## src/rtl/mmio_uart_bridge.sv

```systemverilog
// MMIO slave bridging CPU loads/stores to UART RX/TX FIFOs plus cycle/instret counters.
// Load data is registered (1 cycle); UART sides use valid/ready, full TX drops writes and flags overflow.

module mmio_uart_bridge_fifo #(
    parameter int DEPTH = 8,
    parameter int PTR_W = $clog2(DEPTH),
    parameter int W     = 8
) (
    input  logic         clk,
    input  logic         rst_n,
    input  logic         push,
    input  logic         pop,
    input  logic [W-1:0] wdata,
    output logic [W-1:0] head,
    output logic         full,
    output logic         empty
);
    logic [W-1:0]     mem [DEPTH];
    logic [PTR_W-1:0] wr_ptr;
    logic [PTR_W-1:0] rd_ptr;
    logic [PTR_W:0]   count;
    logic             do_push;
    logic             do_pop;

    assign full    = (count == (PTR_W+1)'(DEPTH));
    assign empty   = (count == '0);
    assign head    = mem[rd_ptr];
    // Gating uses pre-cycle state: a pop never frees room for a same-cycle push, nor vice versa.
    assign do_push = push && !full;
    assign do_pop  = pop && !empty;

    always_ff @(posedge clk) begin
        if (!rst_n) begin
            wr_ptr <= '0;
            rd_ptr <= '0;
            count  <= '0;
            for (int i = 0; i < DEPTH; i++) mem[i] <= '0;
        end else begin
            if (do_push) begin
                mem[wr_ptr] <= wdata;
                wr_ptr      <= wr_ptr + 1'b1;
            end
            if (do_pop) rd_ptr <= rd_ptr + 1'b1;
            case ({do_push, do_pop})
                2'b10:   count <= count + 1'b1;
                2'b01:   count <= count - 1'b1;
                default: ;
            endcase
        end
    end
endmodule

module mmio_uart_bridge #(
    parameter int FIFO_DEPTH = 8
) (
    input  logic        clk,
    input  logic        rst_n,
    input  logic [31:0] io_addr,
    input  logic [31:0] io_wdata,
    input  logic        io_we,
    input  logic        io_re,
    output logic [31:0] io_rdata,
    input  logic        inst_retired,
    input  logic [7:0]  uart_rx_data,
    input  logic        uart_rx_valid,
    output logic        uart_rx_ready,
    output logic [7:0]  uart_tx_data,
    output logic        uart_tx_valid,
    input  logic        uart_tx_ready
);
    localparam int PTR_W = $clog2(FIFO_DEPTH);

    typedef struct packed {
        logic [28:0] rsvd;
        logic        tx_overflow;
        logic        rx_nonempty;
        logic        tx_notfull;
    } status_t;

    logic        sel;
    logic [7:0]  off;
    logic        rx_full, rx_empty, tx_full, tx_empty;
    logic [7:0]  rx_head, tx_head;
    logic        rx_pop, tx_push, tx_pop, clr;
    logic        tx_overflow;
    logic [31:0] cycle_cnt, inst_cnt;
    logic [31:0] rdata_nxt;
    status_t     status;
    logic        unused_bits;

    assign sel         = (io_addr[31:28] == 4'h8);
    assign off         = io_addr[7:0];
    assign rx_pop      = io_re && sel && (off == 8'h04);
    assign tx_push     = io_we && sel && (off == 8'h08);
    assign clr         = io_we && sel && (off == 8'h18);
    assign tx_pop      = uart_tx_valid && uart_tx_ready;
    assign unused_bits = ^{io_addr[27:8], io_wdata[31:8]};

    assign uart_rx_ready = !rx_full;
    assign uart_tx_valid = !tx_empty;
    assign uart_tx_data  = tx_head;

    mmio_uart_bridge_fifo #(.DEPTH(FIFO_DEPTH), .PTR_W(PTR_W), .W(8)) u_rx_fifo (
        .clk   (clk),
        .rst_n (rst_n),
        .push  (uart_rx_valid && uart_rx_ready),
        .pop   (rx_pop),
        .wdata (uart_rx_data),
        .head  (rx_head),
        .full  (rx_full),
        .empty (rx_empty)
    );

    mmio_uart_bridge_fifo #(.DEPTH(FIFO_DEPTH), .PTR_W(PTR_W), .W(8)) u_tx_fifo (
        .clk   (clk),
        .rst_n (rst_n),
        .push  (tx_push),
        .pop   (tx_pop),
        .wdata (io_wdata[7:0]),
        .head  (tx_head),
        .full  (tx_full),
        .empty (tx_empty)
    );

    always_comb begin
        status             = '0;
        status.tx_overflow = tx_overflow;
        status.rx_nonempty = !rx_empty;
        status.tx_notfull  = !tx_full;
        rdata_nxt          = '0;
        if (sel) begin
            case (off)
                8'h00:   rdata_nxt = status;
                8'h04:   rdata_nxt = rx_empty ? 32'h0 : {24'h0, rx_head};
                8'h10:   rdata_nxt = cycle_cnt;
                8'h14:   rdata_nxt = inst_cnt;
                default: rdata_nxt = '0;
            endcase
        end
    end

    // Clear beats the same-cycle increment so software sees a clean zero.
    always_ff @(posedge clk) begin
        if (!rst_n) begin
            io_rdata    <= '0;
            cycle_cnt   <= '0;
            inst_cnt    <= '0;
            tx_overflow <= 1'b0;
        end else begin
            if (io_re) io_rdata <= rdata_nxt;
            if (clr) begin
                cycle_cnt   <= '0;
                inst_cnt    <= '0;
                tx_overflow <= 1'b0;
            end else begin
                cycle_cnt <= cycle_cnt + 32'd1;
                if (inst_retired) inst_cnt <= inst_cnt + 32'd1;
                if (tx_push && tx_full) tx_overflow <= 1'b1;
            end
        end
    end
endmodule

```

## config.mk

```make
export PLATFORM = sky130hd
export DESIGN_NAME = mmio_uart_bridge
export DESIGN_NICKNAME = d
export VERILOG_FILES = /design/src/rtl/mmio_uart_bridge.sv
export SDC_FILE = /design/constraint.sdc
export NUM_CORES = 1
export LEC_CHECK = 0
export CAP_MARGIN = 10
export CORE_MARGIN = 2
export CORE_UTILIZATION = 45
export DETAILED_ROUTE_END_ITERATION = 8
export GPL_TIMING_DRIVEN = 0
export HOLD_SLACK_MARGIN = 0.15
export PLACE_DENSITY = 0.67
export SLEW_MARGIN = 40
export SYNTH_ARGS = -nofsm -noshare
export SYNTH_HDL_FRONTEND = slang
export SYNTH_SLANG_ARGS = --single-unit
```

## constraint.sdc

```tcl
create_clock -name clk -period 5.7 [get_ports clk]
set_input_delay 0.57 -clock clk [delete_from_list [all_inputs] [get_ports clk]]
set_output_delay 0.57 -clock clk [all_outputs]
set_load 0.01 [all_outputs]
```

==> results_dict.tcl, run 1 <==
set metrics [dict create \
    hold_depth 1 \
    ys_seq_area_share_pct 54.0 \
    synthArstFlopShare_pct 0 \
    syn_nets 1122 \
    std_cell_rows 58 \
    io_buffers 75 \
    clkPwrFrac_pct 43.0 \
    pwr-share-comb_pct 4.4 \
    dp_hpwl_mm 18.7 \
    yosys.area.top_type "edfxtp_1" \
    period_share_pct 64.6 \
    critPathMaxFanout 7 \
    ir_drop_mv 0.184 \
    die_x_um 165 \
    power.share.sequential_pct 52.6 \
    place_ws_ns 1.60 \
    setup_viol 0 \
    via_per_inst 5.27 \
    routed_wirelength_mm 25.9 \
    fin_crit_ns 3.68 \
    areaGrowthSynthToFinish_pct 17.3 \
    finalPower_mw 3.73 \
    drtIter0Drc 458 \
    worst_slack_ns 2.02 \
    drive_gt1_share_pct 8.99 \
    antenna_cells 0 \
    synth_top_cell_area_share_pct 32.9 \
    clockBufferDepth 3 \
    hold_path_class "reg2reg" \
    maxCapViolCount 0 \
    critical_path_class "in2reg" \
    synthXorXnorAreaFrac_pct 4.88 \
    grt.total_usage_pct 19.4 \
    fmax_mhz 272 \
    leakagePower_nw 4.78 \
    synth_fa_ha_area_share_pct 1.18 \
    clock-root-buffer "clkbuf_16" \
    fin_skew_ns 0.0138 \
    yosys.area_share.simple_pct 21.5 \
    fin_nets 1227 \
    slew_headroom_pct 45.2 \
    clk_latency_ns 0.52 \
    io_pins 121 \
    cts_buffers 27 \
    h-tree-depth 1 \
    critPathCaptureType "flop" \
    grt_pass1_wl_mm 41.4 \
    ctsResizeCount 0 \
    via_count 7833 \
    hold_ws_ns 0.492 \
    p_int_mw 2.92 \
    ys_types 49 \
    antenna_left 0 \
    required_ns 6.15 \
    die_height_um 165 \
    synth.cell_area_mm2 0.0117 \
    worstPathArrival_ns 4.13 \
    synth.avg_cell_area_um2 11.3 \
    synth_area_leaders "edfxtp_1, dfxtp_1, and2_1" \
    route.detailed.drc 0 \
    cts_tree "done" \
    power_density_mw_per_mm2 273 \
    ff2ff_path_depth 13 \
    avgRoutedWirePerCell_um 17.4 \
    drt_first_pass_iters 5 \
    synth_compound_area_share_pct 4.49 \
    timing.setup.tns_ns 0 \
    synth_edf_count 128 \
    ys_warn_count 0 \
    grt_pass1_vias 7665 \
    antenna_found_initial 0 \
    start_util_pct 46.1 \
    worst_pin_slew_ns 0.815 \
    switching_power_mw 0.806 \
    post_cts_buffers 0 \
    die-area_mm2 0.0272 \
    ys_ff_latch 251 \
    slew_viol_final 0 \
    startpoint_type "input port" \
    synth_top_family_by_area "simple AND/OR/NAND/NOR gates" \
    grt-ovfl-total 0 \
    ys.flop_type "edfxtp_1" \
    clk_pin_slew_ns 0.06 \
    synthCells 1032 \
    gp_congestion 0.807 \
    muxShareOfSynthArea_pct 10.9 \
    core_mm2 0.0253 \
    hold_buffers 0 \
    status "finished, final reports clean" \
    cts_num_sinks 251 \
    grt_setup_unrepaired "false" \
    grt_max_degree 14 \
    swShare_pct 21.6 \
    hold_violations 0 \
]
-- area by class of cell --
cell class | count | area (µm²)
Multi-Input combinational cell | 688 | 5050
Clock buffer | 36 | 709
Sequential cell | 251 | 6310
Clock inverter | 13 | 91.3
Fill cell | 2208 | 11600
Tap cell | 330 | 413
Timing Repair Buffer | 76 | 756
Inverter | 43 | 161
Buffer | 50 | 199
-- power groups by stage --
stage	Sequential, mW	Clock, mW	Combinational (mW)
2_1_floorplan	1.99	0	0.0895
3_3_place_gp	2.00	0	0.162
3_5_place_dp	2.00	0	0.166
4_1_cts	1.96	1.64	0.167
5_1_grt	1.96	1.71	0.181
6_report	1.96	1.60	0.166
-- registers in the layout (all words and copies together) (netlist names), named ones only --
signal / flops
cycle_cnt: 32
u_tx_fifo.mem: 64
inst_cnt: 32
io_rdata: 32
u_tx_fifo.rd_ptr: 3
u_tx_fifo.count: 4
u_rx_fifo.rd_ptr: 3
tx_overflow: 1
u_rx_fifo.wr_ptr: 3
u_rx_fifo.mem: 64
u_tx_fifo.wr_ptr: 3
u_rx_fifo.count: 4
-- cell usage after synthesis (4+ instances only) --
| cell | n |
|---|---|
| nand2b_1 | 16 |
| xnor2_1 | 29 |
| buf_2 | 5 |
| nor3_1 | 17 |
| nor2b_1 | 8 |
| xor2_1 | 36 |
| nand4_1 | 20 |
| buf_1 | 6 |
| and3_1 | 6 |
| dfxtp_1 | 123 |
| ha_1 | 11 |
| mux2_2 | 8 |
| nand2_1 | 34 |
| inv_1 | 43 |
| nor4_1 | 10 |
| o22ai_1 | 32 |
| and2_1 | 173 |
| a21oi_1 | 17 |
| nor2_1 | 74 |
| and4_1 | 12 |
| edfxtp_1 | 128 |
| nand3_1 | 32 |
| mux2i_1 | 46 |
| o21ai_0 | 20 |
| clkbuf_1 | 38 |
| nor3b_1 | 4 |
| or3_1 | 11 |
| o21a_1 | 9 |
| mux4_2 | 32 |
-- routing by layer --
layer  GRT usage, %  part of all wire, %  up-vias  wire, µm
li1               -                    -     3867         -
met1           27.1                   48     3766     12400
met2           31.6                   46      162     11900
met3           3.32                  4.3       38      1120
met4           4.78                  2.3        0       592
met5              0                    0        -         0
-- cell usage in the layout (no fill, tap or decap), drive strengths merged, types with 2 or more instances in the layout --
cell           count
nor3              19
a211oi             3
nor4b              2
nand2b            16
inv               43
mux4              32
nand4             21
xnor2             29
nand3b             3
nor3b              4
or4                3
o22ai             32
nor2              74
nand4b             3
xor2              36
a31oi              3
and3               6
clkinv             9
or3               12
clkbuf            74
nor4              11
a21boi             3
buf               13
dfxtp            123
mux2               8
ha                11
clkinvlp           3
o21ai             20
a21oi             17
o21a               9
mux2i             46
and2             174
edfxtp           128
nand2             34
clkdlybuf4s50     75
nand3             33
and4              13
nor2b              8
-- path summary, 6_finish.rpt --
check / startpoint / endpoint / slack (ns)
worst max-delay path: io_addr[4] / u_tx_fifo.count[2]$_SDFFE_PN0P_ / 2.02
worst min-delay path: cycle_cnt[0]$_SDFF_PP0_ / cycle_cnt[0]$_SDFF_PP0_ / 0.49
worst min register to register: cycle_cnt[0]$_SDFF_PP0_ / cycle_cnt[0]$_SDFF_PP0_ / 0.49
worst max register to register: u_tx_fifo.count[1]$_SDFFE_PN0P_ / u_tx_fifo.count[2]$_SDFFE_PN0P_ / 2.87
-- logic make-up after synthesis --
kind of cell,Yosys count
xor+xnor,65
compound gates,88
simple gates,438
flops,251
mux,86
fa+ha+maj,11
buf+inv,93
-- through the flow --
stage	util, %	std cells	instance area (µm²)
final	54.0	1487	13700
after global routing	54.0	1487	13700
after CTS	54.0	1487	13700
after detailed placement	50.8	1438	12900
after global placement	50.7	1437	12800
after floorplan	-	1032	11700
-- critical path, stage by stage --
cell	delay, ns
clkdlybuf4s50_1	0.49
nor4_1	0.71
and4_1	0.31
clkbuf_1	0.29
and2_0	0.17
clkbuf_1	0.20
inv_1	0.07
ha_1	0.26
xor2_1	0.18
ha_1	0.22
nand3b_1	0.12
a21oi_1	0.06
a211oi_1	0.28
mux2i_1	0.21
Note: power is estimated with default switching activity, not from simulation.
==> inputs of run 2 (changes only) <==
Settings changed: PLACE_DENSITY 0.67 to 0.69.
Clock period 5.7 ns to 3.2 ns, I/O delays scaled along.
==> results_dict.tcl, run 2 (synthesized netlist as in run 1, its figures left out) <==
set metrics [dict create \
    switching_power_mw 1.50 \
    gp_congestion 0.810 \
    pwr-share-comb_pct 4.3 \
    cts_num_sinks 251 \
    grt_setup_unrepaired "false" \
    critPathCaptureType "output pin" \
    dp_hpwl_mm 18.6 \
    fin_skew_ns 0.0118 \
    post_cts_buffers 0 \
    cts_tree "done" \
    antenna_cells 0 \
    drt_first_pass_iters 7 \
    hold_violations 0 \
    place_ws_ns -0.664 \
    swShare_pct 21.5 \
    core_mm2 0.0253 \
    met2_usage_pct 31.8 \
    worstPathArrival_ns 2.68 \
    std_cell_rows 58 \
    reg_top3 "u_rx_fifo.mem (64), u_tx_fifo.mem (64)" \
    grt.total_usage_pct 19.3 \
    worst_slack_ns 0.200 \
    worst_pin_slew_ns 0.796 \
    grt-busiest-layer "met2" \
    areaGrowthSynthToFinish_pct 18.5 \
    fmax_mhz 333 \
    clk_pin_slew_ns 0.06 \
    grt_pass1_wl_mm 41.5 \
    via_per_inst 5.33 \
    start_util_pct 46.1 \
    gr-usage-met3_pct 3.02 \
    final_common_cell "and2_1" \
    fillers 2141 \
    clk_latency_ns 0.53 \
    power.share.sequential_pct 50.0 \
    final_design_area_no_fill_mm2 0.0138 \
    via_count 7913 \
    die_height_um 165 \
    slew_headroom_pct 46.6 \
    critical_path_class "reg2out" \
    clockBufferDepth 3 \
    setup_viol 0 \
    mostFrequentLayoutCells "and2_1, edfxtp_1, dfxtp_1" \
    hold_buffers 0 \
    multi_input_area_mm2 0.00508 \
    status "finished, final reports clean" \
    required_ns 2.88 \
    critPathMaxFanout 10 \
    route.detailed.drc 0 \
    maxCapViolCount 0 \
    io_pins 121 \
    cts_buffers 27 \
    startpoint_type "flop" \
    p_int_mw 5.48 \
    fin_nets 1225 \
    clock-root-buffer "clkbuf_16" \
    io_buffers 75 \
    period_share_pct 93.8 \
    grt.met1_usage_pct 26.5 \
    grt-ovfl-total 0 \
    dpl_cell_area_mm2 0.0129 \
    grt_pass1_vias 7807 \
    fin_crit_ns 3.00 \
    antenna_found_initial 0 \
    leakagePower_nw 4.83 \
    routed_wirelength_mm 25.9 \
    clkPwrFrac_pct 45.8 \
    avgRoutedWirePerCell_um 17.5 \
    antenna_left 0 \
    drtIter0Drc 487 \
    grt_max_degree 16 \
    hold_path_class "in2reg" \
    power_density_mw_per_mm2 505 \
    die-area_mm2 0.0272 \
    drive_gt1_share_pct 10.1 \
    seq_area_mm2 0.00631 \
    h-tree-depth 1 \
    slew_viol_final 0 \
    ir_drop_mv 0.464 \
    die_x_um 165 \
]
==> run 2: final cells by class <==
type / instances / area share, %
sequential: 251 / 45.6
clock inverter: 18 / 1.56
inverter: 43 / 1.17
buffer: 48 / 1.41
tap: 330 / 2.99
clock buffer: 31 / 5.07
multi-input combinational: 688 / 36.7
timing repair buffer: 76 / 5.47
==> run 2: worst paths after layout <==
kind,start,end,slack [ns],cells after the start
setup reg to reg,u_tx_fifo.count[1]$_SDFFE_PN0P_,u_tx_fifo.count[2]$_SDFFE_PN0P_,0.39,13
setup / recovery,flop,uart_tx_data[1],0.20,5
hold reg to reg,cycle_cnt[0]$_SDFF_PP0_,cycle_cnt[0]$_SDFF_PP0_,0.48,1
hold / removal,io_re,io_rdata[2]$_SDFFE_PN0P_,0.37,3
==> run 2: repair_timing <==
item                                    in CTS  in global routing
endpoints found under the setup margin       9                 14
hold endpoints to repair                     0                  0
gates resized for setup                      3                  3
==> run 2: power groups by stage <==
stage	registers [mW]	logic [mW]	clock network [mW]
4_1_cts	3.49	0.296	3.25
2_1_floorplan	3.55	0.159	0
6_report	3.49	0.297	3.20
5_1_grt	3.50	0.323	3.38
3_5_place_dp	3.56	0.294	0
3_3_place_gp	3.56	0.286	0
==> run 2: worst max-delay path: stages (launching register included) <==
cell	delay, ns
dfxtp_1	0.30
clkbuf_1	0.33
clkbuf_2	0.40
mux4_2	0.37
mux2_2	0.28
clkdlybuf4s50_1	0.47
==> run 2: layer usage <==
metal  part of all wire, %  vias to the layer above
li1                      -                     3878
met1                    45                     3802
met2                    47                      186
met3                   5.2                       47
met4                   2.7                        0
met5                     0                        -
==> run 2: metrics by stage <==
stage	total power [mW]	util, %	setup TNS (ns)	hold slack [ns]	std cells
final	6.98	54.6	0	0.375	1485
after CTS	7.04	54.5	0	0.331	1486
after floorplan	3.70	-	0	0.436	1032
after global routing	7.21	54.6	0	0.399	1485
after global placement	3.84	50.7	-35.12	0.463	1437
after detailed placement	3.85	50.8	-25.32	0.470	1438
